[config.mk]
export PLATFORM = sky130hd
export DESIGN_NAME = fft_frame_ctrl
export DESIGN_NICKNAME = d
export VERILOG_FILES = /design/src/rtl/fft_frame_ctrl.sv
export SDC_FILE = /design/constraint.sdc
export NUM_CORES = 1
export LEC_CHECK = 0
export CORE_AREA = 2 2 139 141
export CTS_CLUSTER_DIAMETER = 60
export DETAILED_ROUTE_END_ITERATION = 8
export DIE_AREA = 0 0 141 143
export SLEW_MARGIN = 5
export SYNTH_ARGS = -nofsm -noshare
export SYNTH_HDL_FRONTEND = slang
export SYNTH_SLANG_ARGS = --single-unit
[constraint.sdc]
create_clock -name clk -period 1.79 [get_ports clk]
set_input_delay 0.358 -clock clk [delete_from_list [all_inputs] [get_ports clk]]
set_output_delay 0.358 -clock clk [all_outputs]
set_load 0.01 [all_outputs]
[src/rtl/fft_frame_ctrl.sv]
// Frame controller for the 256-point FFT engine and its shared sample RAM.
// Ports: arm/abort control; s_* sample stream; fft_* engine side; ram_* DPRAM
// side; host_* spectrum read port; busy/frame_ready/peak*_bin/timeout_err status.
module fft_frame_ctrl #(
    parameter int ADDR_WIDTH     = 8,
    parameter int SAMPLE_WIDTH   = 12,
    parameter int RAM_DATA_WIDTH = 64,
    parameter int TIMEOUT_CYCLES = 65535
) (
    input  logic                      clk,
    input  logic                      rst,
    input  logic                      arm,
    input  logic                      abort,
    input  logic                      s_valid,
    output logic                      s_ready,
    input  logic [SAMPLE_WIDTH-1:0]   s_data,
    output logic                      fft_start,
    input  logic                      fft_done,
    input  logic                      fft_wen,
    input  logic                      fft_ren,
    input  logic [ADDR_WIDTH-1:0]     fft_waddr,
    input  logic [ADDR_WIDTH-1:0]     fft_raddr,
    input  logic [RAM_DATA_WIDTH-1:0] fft_wdata,
    input  logic [ADDR_WIDTH-1:0]     fft_max1,
    input  logic [ADDR_WIDTH-1:0]     fft_max2,
    output logic                      ram_wen,
    output logic                      ram_ren,
    output logic [ADDR_WIDTH-1:0]     ram_waddr,
    output logic [ADDR_WIDTH-1:0]     ram_raddr,
    output logic [RAM_DATA_WIDTH-1:0] ram_wdata,
    input  logic [RAM_DATA_WIDTH-1:0] ram_rdata,
    input  logic                      host_ren,
    input  logic [ADDR_WIDTH-1:0]     host_raddr,
    output logic [RAM_DATA_WIDTH-1:0] host_rdata,
    output logic                      host_rvalid,
    output logic                      busy,
    output logic                      frame_ready,
    output logic [ADDR_WIDTH-1:0]     peak1_bin,
    output logic [ADDR_WIDTH-1:0]     peak2_bin,
    output logic                      timeout_err
);

    typedef enum logic [2:0] {
        IDLE, LOAD, START, RUN, READY
    } state_t;

    localparam logic [15:0] TMO = 16'(TIMEOUT_CYCLES);

    state_t                  state;
    logic [ADDR_WIDTH-1:0]   wr_cnt;
    logic [15:0]             tmo_cnt;

    always_ff @(posedge clk or posedge rst) begin
        if (rst) begin
            state       <= IDLE;
            wr_cnt      <= '0;
            tmo_cnt     <= '0;
            s_ready     <= 1'b0;
            fft_start   <= 1'b0;
            busy        <= 1'b0;
            frame_ready <= 1'b0;
            host_rvalid <= 1'b0;
            peak1_bin   <= '0;
            peak2_bin   <= '0;
            timeout_err <= 1'b0;
        end else begin
            fft_start   <= 1'b0;
            host_rvalid <= host_ren && (state == READY);
            if (abort) begin
                state       <= IDLE;
                s_ready     <= 1'b0;
                busy        <= 1'b0;
                frame_ready <= 1'b0;
            end else begin
                unique case (state)
                    IDLE, READY: begin
                        if (arm) begin
                            state       <= LOAD;
                            wr_cnt      <= '0;
                            timeout_err <= 1'b0;
                            s_ready     <= 1'b1;
                            busy        <= 1'b1;
                            frame_ready <= 1'b0;
                        end
                    end
                    LOAD: begin
                        if (s_valid) begin
                            // wraps to 0 on the last sample
                            wr_cnt <= wr_cnt + 1'b1;
                            if (wr_cnt == '1) begin
                                state     <= START;
                                s_ready   <= 1'b0;
                                fft_start <= 1'b1;
                            end
                        end
                    end
                    START: begin
                        state   <= RUN;
                        tmo_cnt <= '0;
                    end
                    RUN: begin
                        tmo_cnt <= tmo_cnt + 1'b1;
                        // completion beats a coincident timeout
                        if (fft_done) begin
                            state       <= READY;
                            peak1_bin   <= fft_max1;
                            peak2_bin   <= fft_max2;
                            busy        <= 1'b0;
                            frame_ready <= 1'b1;
                        end else if (tmo_cnt == TMO) begin
                            state       <= IDLE;
                            timeout_err <= 1'b1;
                            busy        <= 1'b0;
                        end
                    end
                    default: state <= IDLE;
                endcase
            end
        end
    end

    // RAM port ownership follows the state; abort blocks writes immediately.
    always_comb begin
        ram_wen   = 1'b0;
        ram_ren   = 1'b0;
        ram_waddr = '0;
        ram_raddr = '0;
        ram_wdata = '0;
        unique case (state)
            LOAD: begin
                ram_wen   = s_valid & ~abort;
                ram_waddr = wr_cnt;
                ram_wdata = {{(RAM_DATA_WIDTH-SAMPLE_WIDTH){1'b0}}, s_data};
            end
            RUN: begin
                ram_wen   = fft_wen & ~abort;
                ram_ren   = fft_ren;
                ram_waddr = fft_waddr;
                ram_raddr = fft_raddr;
                ram_wdata = fft_wdata;
            end
            READY: begin
                ram_ren   = host_ren;
                ram_raddr = host_raddr;
            end
            default: ;
        endcase
    end

    assign host_rdata = ram_rdata;

endmodule

==> out/results.tsv, run 1 <==
metric	value	unit
status	finished with violations	
failing checks	negative setup slack	
post-route DRC violation count	0	
Post-synth EDFFs	0	
Worst R2R Start	tmo_cnt[0]$_DFFE_PP0P_	
Final Critical Period	1977	ps
CP max stage delay	410	ps
final core utilization	35.26	%
nature of the critical path endpoint	output port	
met2 wire length	8373	um
I/O Pins	357	
Routed WL	17900	um
CP max-delay cell	dfrtp_1	
Post-synth top flop	dfrtp_1	
VDD IR max	0.3000	mV
Num CTS Buffers	5	
row cnt	50	
Max Buffers Root-to-Sink	2	
Final Hold Fails	0	
share of cells above drive strength 1	39.33	%
Final setup viols	81	
area of placed instances	0.005869	sq mm
area share of fa/ha/maj cells after synthesis	0.7186	%
FFs w/ async S/R, synth	100.0	%
Multi-input gate area	0.001804	sq mm
Filler cells	1874	
Netlist cell types	47	
R2R setup slack	50	ps
Worst Hold Class	in2async	
WL/cell	20.86	um
mux contribution to synthesized area	6.073	%
uppermost layer routed	met5	
die width	141	um
commonest non-fill, non-tap cell in the layout	clkdlybuf4s50_1	
Yosys warnings	0	
# H-tree levels	2	
most frequent cells in the layout	145 x clkdlybuf4s50_1, 56 x buf_2, 51 x buf_4	
Total Routing Usage GR	17.02	%
CORE AREA	0.01858	sq mm
wl on met1	7490	um
Post-Synth XOR/XNOR Area	1.006	%
Synth-to-Final Area Change	88.14	%
post-DP HPWL	13230	um
grt ovf	0	
# hold bufs at CTS	0	
routed vias/inst	4.358	
worst rel slew slack	76.66	%
sequential area share after synthesis	35.21	%
largest net degree at the start of global routing	50	
Max Cap Viol	0	
worst path required time	1430	ps
Initial Util	18.74	%
reg2reg end	state[1]$_DFFE_PP0P_	
R2R depth	6	
worst slack at placement	-367.0	ps
critical path fanouts, max	12	
net count after synthesis	576	
Worst-Margin Slew	346.9	ps
Max Slew Vio Count	0	
Post-Syn Area	0.003482	sq mm
full die area	0.02016	sq mm
final setup margin	-186.9	ps
CTS tree	yes	
antenna-violating nets left	0	
vias in the first global route	3657	
flops & latches, synth	49	
clk sinks	49	
Leakage	3.037	nW
drt initial violations	196	
DR WL met3	1864	um
Power Total	2.645	mW
FMAX	0.5058	GHz
Final period util	110.4	%
Mapped Cells	385	
first-pass GRT wire length	25120	um
DR pass1 iterations	4	
Compound-Gate Fraction of Synth Area	16.42	%
post-synthesis area per instance	9.044	sq um
port buffer count	228	
nets	813	
crit path cell chain	inv_2 -> and3_4 -> buf_8 -> buf_12 -> a22o_1 -> buf_2	
Chip Height	143	um
RSZ-0062 raised after global routing	true	
initial antenna violation count	2	
crit path DAT	1620	ps
Final Instance Area	0.006551	sq mm
Clock Skews	9.844	ps
Crit Path Class	reg2out	
Synth Area in Simple Gates	23.00	%
Vias	3739	
clock root cell	clkbuf_16	
Placed Cells	807	
latest clock arrival within the worst-skew pair	290	ps
WHS	418.1	ps
Finished Layout Cells	858	
final setup TNS	-9996	ps
placer congestion estimate	0.8171	
Clock Pin Slew Worst Setup and Hold Paths	70	ps
register area	0.001229	sq mm
CP startpoint kind	flip-flop	
pwr dens	403.7	mW/mm^2
main combinational cell family by area after synthesis	simple AND/OR/NAND/NOR gates	
-- cell families (layout without fill, tap and decap cells) --
kind of cell,Yosys count,after routing
other cells,0,1
flops,49,49
simple gates,140,140
fa+ha+maj,2,2
compound gates,80,80
mux,19,19
xor+xnor,4,4
buf+inv,91,329
-- area by class of cell --
type	instances	area share, %
well taps	234	4.469
repair buffers	315	46.66
inverters	6	0.3438
clock inverters	2	0.2292
clock buffers	6	1.967
diodes	1	0.03820
flip-flops and latches	49	18.75
multi-input cells	245	27.54
-- state kept, by name, summed over array words and instances, names as in the netlist --
register / count
tmo_cnt: 16
host_rvalid: 1
wr_cnt: 8
state: 3
s_ready: 1
fft_start: 1
busy: 1
timeout_err: 1
peak2_bin: 8
peak1_bin: 8
frame_ready: 1
-- where the power goes --
part / internal, mW / leakage (nW) / total, mW / switching (mW)
clock: 0.520 / 0.0631 / 0.955 / 0.435
combinational: 0.356 / 2.31 / 0.553 / 0.197
sequential: 1.12 / 0.667 / 1.14 / 0.0161
-- routing by layer --
metal  vias to the layer above  global-route usage (%)
li1                       1785                       -
met1                      1748                   22.31
met2                       186                   27.32
met3                        18                   6.271
met4                         2                   2.842
met5                         -                       0
-- critical path: cells and delay by family (launching register included) --
kind | cells | cell delay, ps
buffers and inverters | 4 | 490
AO/OA/AOI/OAI | 1 | 200
AND/OR/NAND/NOR | 1 | 220
flip-flops | 1 | 410
-- how the worst max path moves through the flow --
stage / to / startpoint / slack [ps] / cells after the start
2_1_floorplan: ram_raddr[0] / state[1]$_DFFE_PP0P_ / 50 / 3
3_3_place_gp: ram_wdata[48] / fft_wdata[48] / -400 / 3
3_5_place_dp: ram_wdata[48] / fft_wdata[48] / -370 / 3
4_1_cts: ram_raddr[4] / state[1]$_DFFE_PP0P_ / -220 / 6
5_1_grt: ram_ren / state[2]$_DFFE_PP0P_ / -230 / 7
6_report: ram_wdata[3] / state[2]$_DFFE_PP0P_ / -190 / 6
-- repair_timing --
action	CTS	global route
endpoints found under the setup margin	82	113
pin swaps	20	19
buffers inserted	28	7
gates cloned	11	2
resized for setup	408	36
-- cells in the mapped netlist (2+ instances only) --
master | n | share of area [%]
inv_1 | 5 | 0.54
buf_6 | 2 | 0.65
or3_1 | 5 | 0.90
and3_1 | 7 | 1.3
xor2_1 | 4 | 1.0
nand2b_1 | 3 | 0.54
o21ai_0 | 18 | 2.6
a22o_1 | 32 | 8.0
a21oi_1 | 10 | 1.4
dfrtp_1 | 49 | 35
mux2_2 | 17 | 5.5
mux2i_1 | 2 | 0.57
ha_1 | 2 | 0.72
nand2_1 | 23 | 2.5
a31oi_1 | 3 | 0.54
nand4_1 | 7 | 1.3
and4_1 | 2 | 0.50
o41ai_1 | 2 | 0.50
buf_4 | 65 | 14
nor3_1 | 6 | 0.86
and2_1 | 52 | 9.3
nand3_1 | 11 | 1.6
o211ai_1 | 4 | 0.86
or4_1 | 2 | 0.43
clkbuf_1 | 9 | 0.97
o31ai_1 | 2 | 0.43
nor2_1 | 11 | 1.2
buf_2 | 9 | 1.3
nor4_1 | 3 | 0.54
(Power assumes the default switching activity.)
==> run 2: changes to the inputs <==
- SLEW_MARGIN: 5 -> 30
==> results of run 2 <==
No change in the layout: final DEF, timing and power equal those of run 1.
